--- config.mk ---
export PLATFORM = sky130hd
export DESIGN_NAME = fillq_bank
export DESIGN_NICKNAME = d
export VERILOG_FILES = /design/src/rtl/fillq_bank.sv
export SDC_FILE = /design/constraint.sdc
export NUM_CORES = 1
export LEC_CHECK = 0
export CORE_AREA = 4 4 108 186
export CTS_CLUSTER_DIAMETER = 120
export CTS_CLUSTER_SIZE = 20
export DETAILED_ROUTE_END_ITERATION = 10
export DIE_AREA = 0 0 112 190
export HOLD_SLACK_MARGIN = 0.03
export PLACE_DENSITY = 0.85
export SYNTH_ARGS = -nofsm -noshare
export SYNTH_HDL_FRONTEND = slang
export SYNTH_SLANG_ARGS = --single-unit
--- constraint.sdc ---
create_clock -name clk -period 4.73 [get_ports clk]
set_input_delay 0.473 -clock clk [delete_from_list [all_inputs] [get_ports clk]]
set_output_delay 0.473 -clock clk [all_outputs]
set_load 0.02 [all_outputs]
--- src/rtl/fillq_bank.sv ---
// fillq_bank: a bank of NUM_ENTRIES outstanding cache-line fills between the mem pipe and memory.
// Optional feature: define FILLQ_ADDR_MERGE_EN to merge secondary misses into an outstanding entry for the same line.

module fillq_bank #(
  parameter int NUM_ENTRIES = 4,
  parameter int PADDR_W     = 40,
  parameter int LINE_BITS   = 6,
  parameter int RECYCLE_DLY = 3,
  parameter int ID_W        = $clog2(NUM_ENTRIES)
) (
  input  logic               clk,
  input  logic               reset,
  input  logic               alloc_valid_mm5,
  input  logic [PADDR_W-1:0] alloc_paddr_mm5,
  output logic [ID_W-1:0]    alloc_id_mm5,
  output logic               alloc_merged_mm5,
  output logic               full,
  output logic [ID_W:0]      num_valid,
  output logic               mem_req_valid,
  output logic [ID_W-1:0]    mem_req_id,
  output logic [PADDR_W-1:0] mem_req_addr,
  input  logic               mem_gnt,
  input  logic               mem_rsp_valid,
  input  logic [ID_W-1:0]    mem_rsp_id,
  output logic               pipe_req_mm0,
  output logic [ID_W-1:0]    pipe_req_id_mm0,
  output logic [PADDR_W-1:0] pipe_req_addr_mm0,
  input  logic               pipe_gnt_mm0,
  input  logic               pipe_valid_mm5,
  input  logic               pipe_is_fill_mm5,
  input  logic [ID_W-1:0]    pipe_id_mm5,
  input  logic               pipe_complete_mm5,
  input  logic               pipe_recycle_mm5
);

  typedef enum logic [2:0] {
    S_IDLE,
    S_REQ_MEM,
    S_PDG_MEM,
    S_REQ_PIPE,
    S_PDG_PIPE,
    S_WAIT
  } state_e;

  state_e             state_q [NUM_ENTRIES];
  logic [PADDR_W-1:0] paddr_q [NUM_ENTRIES];
  logic [3:0]         wait_q  [NUM_ENTRIES];
  logic [ID_W-1:0]    memPtr_q, pipePtr_q, memHoldId_q, pipeHoldId_q;
  logic               memHold_q, pipeHold_q;

  logic               mm5Act;
  logic               freeFound, mergeHit, allocTake;
  logic [ID_W-1:0]    freeId, mergeId;
  logic               memSelValid, pipeSelValid, memFire, pipeFire;
  logic [ID_W-1:0]    memSelId, pipeSelId;
  logic [ID_W:0]      cnt;

  function automatic logic [ID_W-1:0] wrapAdd(input logic [ID_W-1:0] base, input int off);
    int sum;
    sum = int'(base) + off;
    if (sum >= NUM_ENTRIES) sum = sum - NUM_ENTRIES;
    return ID_W'(sum);
  endfunction

  assign mm5Act = pipe_valid_mm5 & pipe_is_fill_mm5;

  // Entries freed this cycle still read IDLE-less here, so they only become allocatable next cycle.
  always_comb begin
    freeFound = 1'b0;
    freeId    = '0;
    for (int i = NUM_ENTRIES - 1; i >= 0; i--) begin
      if (state_q[i] == S_IDLE) begin
        freeFound = 1'b1;
        freeId    = ID_W'(i);
      end
    end
  end

  always_comb begin
    mergeHit = 1'b0;
    mergeId  = '0;
`ifdef FILLQ_ADDR_MERGE_EN
    for (int i = NUM_ENTRIES - 1; i >= 0; i--) begin
      if (state_q[i] != S_IDLE &&
          !(state_q[i] == S_PDG_PIPE && mm5Act && pipe_complete_mm5 && pipe_id_mm5 == ID_W'(i)) &&
          paddr_q[i][PADDR_W-1:LINE_BITS] == alloc_paddr_mm5[PADDR_W-1:LINE_BITS]) begin
        mergeHit = 1'b1;
        mergeId  = ID_W'(i);
      end
    end
`endif
  end

  assign allocTake = alloc_valid_mm5 & ~mergeHit & freeFound;

  // A stalled request keeps its id until granted, regardless of what else became ready.
  always_comb begin
    memSelValid = 1'b0;
    memSelId    = '0;
    if (memHold_q) begin
      memSelValid = 1'b1;
      memSelId    = memHoldId_q;
    end else begin
      for (int k = NUM_ENTRIES - 1; k >= 0; k--) begin
        if (state_q[wrapAdd(memPtr_q, k)] == S_REQ_MEM) begin
          memSelValid = 1'b1;
          memSelId    = wrapAdd(memPtr_q, k);
        end
      end
    end
  end

  always_comb begin
    pipeSelValid = 1'b0;
    pipeSelId    = '0;
    if (pipeHold_q) begin
      pipeSelValid = 1'b1;
      pipeSelId    = pipeHoldId_q;
    end else begin
      for (int k = NUM_ENTRIES - 1; k >= 0; k--) begin
        if (state_q[wrapAdd(pipePtr_q, k)] == S_REQ_PIPE) begin
          pipeSelValid = 1'b1;
          pipeSelId    = wrapAdd(pipePtr_q, k);
        end
      end
    end
  end

  always_comb begin
    cnt = '0;
    for (int i = 0; i < NUM_ENTRIES; i++) begin
      if (state_q[i] != S_IDLE) cnt = cnt + (ID_W+1)'(1);
    end
  end

  assign memFire  = memSelValid & mem_gnt;
  assign pipeFire = pipeSelValid & pipe_gnt_mm0;

  always_ff @(posedge clk) begin
    if (reset) begin
      for (int i = 0; i < NUM_ENTRIES; i++) begin
        state_q[i] <= S_IDLE;
        paddr_q[i] <= '0;
        wait_q[i]  <= '0;
      end
      memPtr_q     <= '0;
      pipePtr_q    <= '0;
      memHold_q    <= 1'b0;
      pipeHold_q   <= 1'b0;
      memHoldId_q  <= '0;
      pipeHoldId_q <= '0;
    end else begin
      for (int i = 0; i < NUM_ENTRIES; i++) begin
        case (state_q[i])
          S_IDLE: begin
            if (allocTake && freeId == ID_W'(i)) begin
              state_q[i] <= S_REQ_MEM;
              paddr_q[i] <= alloc_paddr_mm5;
            end
          end
          S_REQ_MEM: begin
            if (memFire && memSelId == ID_W'(i)) state_q[i] <= S_PDG_MEM;
          end
          S_PDG_MEM: begin
            if (mem_rsp_valid && mem_rsp_id == ID_W'(i)) state_q[i] <= S_REQ_PIPE;
          end
          S_REQ_PIPE: begin
            if (pipeFire && pipeSelId == ID_W'(i)) state_q[i] <= S_PDG_PIPE;
          end
          S_PDG_PIPE: begin
            if (mm5Act && pipe_id_mm5 == ID_W'(i)) begin
              if (pipe_complete_mm5) begin
                state_q[i] <= S_IDLE;
              end else if (pipe_recycle_mm5) begin
                state_q[i] <= S_WAIT;
                wait_q[i]  <= 4'(RECYCLE_DLY);
              end
            end
          end
          S_WAIT: begin
            if (wait_q[i] == 4'd0) state_q[i] <= S_REQ_PIPE;
            else                   wait_q[i]  <= wait_q[i] - 4'd1;
          end
          default: state_q[i] <= S_IDLE;
        endcase
      end
      if (memFire)  memPtr_q  <= wrapAdd(memSelId, 1);
      if (pipeFire) pipePtr_q <= wrapAdd(pipeSelId, 1);
      memHold_q    <= memSelValid & ~mem_gnt;
      memHoldId_q  <= memSelId;
      pipeHold_q   <= pipeSelValid & ~pipe_gnt_mm0;
      pipeHoldId_q <= pipeSelId;
    end
  end

  assign alloc_id_mm5      = reset ? '0 : (mergeHit ? mergeId : freeId);
  assign alloc_merged_mm5  = ~reset & alloc_valid_mm5 & mergeHit;
  assign num_valid         = reset ? '0 : cnt;
  assign full              = ~reset & (cnt == (ID_W+1)'(NUM_ENTRIES));
  assign mem_req_valid     = ~reset & memSelValid;
  assign mem_req_id        = mem_req_valid ? memSelId : '0;
  assign mem_req_addr      = mem_req_valid ? paddr_q[memSelId] : '0;
  assign pipe_req_mm0      = ~reset & pipeSelValid;
  assign pipe_req_id_mm0   = pipe_req_mm0 ? pipeSelId : '0;
  assign pipe_req_addr_mm0 = pipe_req_mm0 ? paddr_q[pipeSelId] : '0;

  // Allocating into a full bank is only legal when the request merges.
  assert property (@(posedge clk) disable iff (reset)
                   !(alloc_valid_mm5 && full && !alloc_merged_mm5));

endmodule

======== Word level (Yosys, flattened, before mapping) ========
Memories as Yosys holds them, arrays and structs flattened.
Index checks and enable logic that the tools add are counted.
operators by class
  shift operators ......................... 0
  div/mod/pow operators ................... 0
  equality and inequality tests ........... 44
  $mul .................................... 0
  muxes and demuxes ....................... 245
  $add $sub $neg .......................... 25
  bitwise logic cells ..................... 56
  $lt $le $gt $ge ......................... 10
  reductions and logical operators ........ 41
operator list
  kind                                                                count
  40-bit 2-to-1 mux                                                   6
  1-bit 2-to-1 mux                                                    160
  3-bit 2-to-1 mux                                                    36
  2-bit 2-to-1 mux                                                    35
  1-bit OR                                                            44
  3-bit by 2-bit == test with 1-bit output, second input constant     12
  4-bit 2-to-1 mux                                                    8
  3-bit == test, second input constant                                9
  3-bit by 1-bit == test with 1-bit output, second input constant     8
  3-bit >= comparator, second input constant                          8
  6-bit OR reduction                                                  4
  2-bit == test, second input constant                                10
  1-bit logical AND                                                   20
  2-bit by 1-bit subtractor with 2-bit output, second input constant  10
  4-bit zero test                                                     4
  4-bit by 1-bit subtractor with 4-bit output, second input constant  4
  2-bit by 1-bit adder with 3-bit output, second input constant       4
  2-bit by 2-bit adder with 3-bit output, second input constant       4
  3-bit zero test                                                     4
  3-bit nonzero test                                                  4
  2-bit by 1-bit == test with 1-bit output, second input constant     5
  2-bit zero test                                                     5
  3-bit by 1-bit adder with 3-bit output, second input constant       3
  1-bit bitwise AND                                                   9
  other kinds (2)                                                     5
word-level totals
  bits in latches ......................... 0
  output and inout bits ................... 93
  logic and storage cells ................. 430
  bits in read-only memories .............. 0
  bits in registers ....................... 10
  bits of input ports ..................... 54
  memories kept ........................... 3
  memory bits (writable) .................. 188
memory list
  name     depth  bits a word  rd ports  clocked after memory_dff  wr ports  line  source
  paddr_q  4      40           2         0                         4         46    logic [PADDR_W-1:0] paddr_q [NUM_ENTRIES];
  wait_q   4      4            4         0                         4         47    logic [3:0] wait_q [NUM_ENTRIES];
  state_q  4      3            12        0                         4         45    state_e state_q [NUM_ENTRIES];

======== Logic depth before layout (Yosys ltp) ========
Gate-level depths: netlist (run 1).
An unclocked memory read counts as a cell.
  word-level depth ........................ 24
  gate-level depth with buffers ........... 10

======== Worst setup path after synthesis (run 1) ========
OpenSTA, ideal clock, no wires.
  kind .................................... register to output
  start point ............................. memory state_q[2][2] (netlist bit)
  end point ............................... output port mem_req_addr[10]
  cell stages (with the launch flop) ...... 10
  setup slack ............................. 1.727 ns
  required time ........................... 4.257 ns
  arrival time ............................ 2.530 ns
  path buffers ............................ 3
  cell sequence ........................... edfxtp_1 > buf_6 > or3b_1 > mux4_2 > nand4_1 > a21oi_1 > buf_6 > buf_12 > mux4_2 > and2_1
RTL lines
  item             line  source
  start, declared  45
  end, declared    21    output logic [PADDR_W-1:0] mem_req_addr,

==> summary.txt, run 1 <==
Outcome
  • Outcome: finished, final reports clean

Timing
  • Worst slew pin tran: 1.17 ns
  • Max_slew headroom: 0.219
  • Final setup TNS: 0 ns
  • Endpoints failing setup: 0
  • Final Critical Period: 4.34 ns
  • Final worst-path cycle share: 0.917
  • Slew Limit Fails: 0
  • Hold Vio Cnt, Final: 0
  • Unrepaired setup endpoints after global routing: false
  • Peak Freq: 231 MHz
  • Clock skew: 0.0190 ns

GRT
  • Initial antenna violation count: 4
  • Largest net degree at the start of global routing: 81
  • GR Util All Layers: 0.274
  • Grt total ovfl: 0
  • First-pass GRT wire length: 45100 µm
  • Vias in the first global route: 8539

Floorplan
  • Die span in y: 190 µm
  • Starting Density: 0.591
  • Die footprint: 21300 µm²
  • Row Count: 66
  • Die W: 112 µm
  • Core Box Area: 18600 µm²
  • Num ports: 147

Synth
  • Netlist Area Pre-Place: 11000 µm²
  • Register area share after synthesis: 0.532
  • Yosys reg bits: 198
  • Syn Nets: 953
  • Predominant post-synthesis flop cell: edfxtp_1
  • Syn avg cell area: 12.3 µm²
  • Synth unique cells: 64
  • Post-synth EDFFs: 188
  • Synth Instances: 891
  • Synth warnings: 0
  • Ys async rst share: 0

Route
  • DRT antenna net count: 0
  • DR vias: 8297
  • WL per Instance: 23.5 µm
  • Routed WL: 29600 µm
  • Router iterations before antenna repair: 6
  • DRC viols: 0
  • Iteration-0 DRC count of the detailed router: 887
  • Via/cell ratio: 6.57

Clocking
  • CTS Hold Bufs: 0
  • Total clock buffers created by CTS: 17
  • TritonCTS clock tree: done
  • Root buf cell: clkbuf_16
  • Clock buffer depth: 2
  • PostCTS Resize Cnt: 0
  • Clk sink count: 198
  • Clock-pin slew on the worst setup and hold paths: 0.08 ns
  • Clock Latency Late Sink: 0.44 ns
  • H-Tree Depth: 4

Final layout
  • Area of the multi-input gates: 4780 µm²
  • Flip-flop and latch area: 5850 µm²
  • Synth-to-Final Area Change: 21.3%
  • Commonest non-fill, non-tap cell in the layout: edfxtp_1
  • Fillcell total: 1268
  • Final #Nets: 1070
  • Most frequent cells in the layout: 188 x edfxtp_1, 145 x clkdlybuf4s50_1, 122 x and3_1
  • Non-Filler Instances: 1263
  • Ratio of cells with drive above 1 in the final layout: 0.113

Critical path
  • CP Data Required Time: 4.26 ns
  • Crit path kind: reg2out
  • Critical path's top delay family: buffers and inverters
  • CP Buf/Inv Count: 2
  • Crit path largest cell delay: 0.55 ns
  • Critical path arrival: 3.87 ns
  • Worst path cell trace: or3b_1, o21ai_0, nand4_1, a21oi_4, buf_4, mux4_2, and2_1, clkdlybuf4s50_1
  • CP max FO: 13
  • Worst setup EP type: output port
  • Slowest library cell on the worst path: mux4_2
  • Crit path launch type: flip-flop

Power
  • Clk network pwr share: 0.311
  • Net Sw Power: 1.41 mW
  • Power Internal: 3.45 mW
  • Seq pwr share: 0.440
  • Gate power share: 0.249
  • Largest vdd supply drop: 0.349 mV
  • Sw frac: 0.291
  • Leak: 5.10 nW
  • Pwr Density: 366 nW/µm²

Placed design
  • Gp weighted congestion: 0.864
  • Port bufs: 145
  • Detail Placement HPWL: 18100 µm
  • Post-placement cell count: 1221

Worst hold path
  • Hold crit path type: reg2reg

Job
  • Maxcap violations: 0
routing by layer:
layer / wire (µm) / GRT usage / vias up
met4: 1340 / 0.143 / 0
met2: 15700 / 0.496 / 490
met5: 0 / 0 / -
met3: 2260 / 0.0436 / 86
li1: - / - / 3657
met1: 10400 / 0.309 / 4064
metrics by stage:
step                      instance area, µm²   util  power, mW  hold WS, ns  worst slack (ns)
after detailed placement               12600  0.680       3.35        0.505             0.674
after floorplan                        11000      -       2.93        0.464              1.73
after global routing                   13300  0.716       5.02        0.553             0.160
final                                  13300  0.716       4.87        0.517             0.392
after CTS                              13300  0.714       4.85        0.518             0.176
after global placement                 12600  0.680       3.33        0.491             0.712
worst reg2reg max path, cell delays in order, from the launching register on:
cell and delay (ns):
edfxtp_1 0.49, nor3_1 0.71, ha_1 0.28, nand3_1 0.21
nand2_2 0.70, buf_4 0.42
kinds of logic (layout without fill, tap and decap cells):
group                    Yosys count  count (layout)  share of synthesized area
AND/OR/NAND/NOR                  365             365                      0.198
flip-flops                       198             198                      0.532
multiplexers                     121             121                      0.158
AO/OA/AOI/OAI                     96              96                     0.0561
buffers and inverters             91             221                     0.0378
XOR/XNOR                          11              11                    0.00877
adder cells (fa/ha/maj)            8               8                    0.00912
other                              1               5                   0.000342
repair_timing:
action	CTS	global route
hold endpoints to repair	0	0
setup buffers	0	6
endpoints found under the setup margin	0	5
synthesized netlist by cell type, types with 2 or more instances:
master      n  area [µm²]
nor2_1     29         109
a41oi_1     2        17.5
and4b_1     2        20.0
nor4bb_1    4        40.0
nand3b_1    4        30.0
nand3_1    15        75.1
or3_1       6        37.5
dfxtp_1    10         200
nand4b_1    3        26.3
nor3_1     13        65.1
o21ai_0    16        80.1
nor4_1      6        37.5
a31oi_1     2        12.5
and3_1    122         763
inv_1      18        67.6
ha_1        8         100
nand2_1    32         120
o31ai_1     3        22.5
a21o_1      2        15.0
o211ai_1    2        15.0
buf_12      3        60.1
mux2i_1    80         801
a21oi_1    12        60.1
buf_6       2        22.5
and2_1     91         569
nor4b_1     4        35.0
buf_2       4        20.0
nor3b_1     5        37.5
buf_1       5        18.8
nand4_1     8        50.1
mux4_1      2        52.6
clkbuf_1   55         206
edfxtp_1  188        5650
or3b_1      3        26.3
xnor2_1    11        96.3
nand2b_1    5        31.3
nor2b_1     7        43.8
o22ai_1    41         257
a22oi_1     2        15.0
clkinv_1    2        7.51
mux4_2     39         878
sequential cells by signal (all words and copies together), names as in the netlist:
signal	flops
state_q	12
memHold_q	1
paddr_q	160
memHoldId_q	2
memPtr_q	2
pipeHoldId_q	2
pipeHold_q	1
wait_q	16
pipePtr_q	2
worst paths after layout:
path	depth (start not counted)	start	endpoint	slack, ns
worst max register to register	5	state_q[1][2]$_SDFFCE_PP0P_	paddr_q[1][30]$_SDFFCE_PN0P_	1.58
worst max-delay path	8	state_q[1][2]$_SDFFCE_PP0P_	mem_req_addr[2]	0.39
worst min-delay path	2	pipePtr_q[0]$_SDFFE_PP0N_	pipePtr_q[0]$_SDFFE_PP0N_	0.52
worst min register to register	2	pipePtr_q[0]$_SDFFE_PP0N_	pipePtr_q[0]$_SDFFE_PP0N_	0.52
cell type report:
class                      count  share of cell area
sequential                   198               0.439
multi-input combinational    602               0.359
clock inverter                15              0.0145
antenna                        4            0.000752
inverter                      20             0.00564
tap                          238              0.0224
clock buffer                  17              0.0320
timing repair buffer         169               0.126
power groups by stage:
stage                     Combinational [mW]  Clock (mW)  Sequential, mW
after global placement                  1.16           0            2.16
after CTS                               1.19        1.52            2.14
after floorplan                        0.795           0            2.14
after global routing                    1.29        1.59            2.15
final                                   1.21        1.52            2.14
after detailed placement                1.18           0            2.17
Note: power is estimated with default switching activity, not from simulation.
==> inputs of run 2 (changes only) <==
--- a/config.mk
+++ b/config.mk
@@ -7,7 +7,6 @@
 export LEC_CHECK = 0
 export CORE_AREA = 4 4 108 186
 export CTS_CLUSTER_DIAMETER = 120
-export CTS_CLUSTER_SIZE = 20
 export DETAILED_ROUTE_END_ITERATION = 10
 export DIE_AREA = 0 0 112 190
 export HOLD_SLACK_MARGIN = 0.03
==> results of run 2 <==
Same layout as run 1: the final DEF is identical, and so are final timing and power.
==> inputs of run 3 (changes only) <==
--- a/config.mk
+++ b/config.mk
@@ -11,6 +11,7 @@
 export DIE_AREA = 0 0 112 190
 export HOLD_SLACK_MARGIN = 0.03
 export PLACE_DENSITY = 0.85
+export SKIP_LAST_GASP = 1
 export SYNTH_ARGS = -nofsm -noshare
 export SYNTH_HDL_FRONTEND = slang
 export SYNTH_SLANG_ARGS = --single-unit
==> results of run 3 <==
Same layout as run 1: the final DEF is identical, and so are final timing and power.
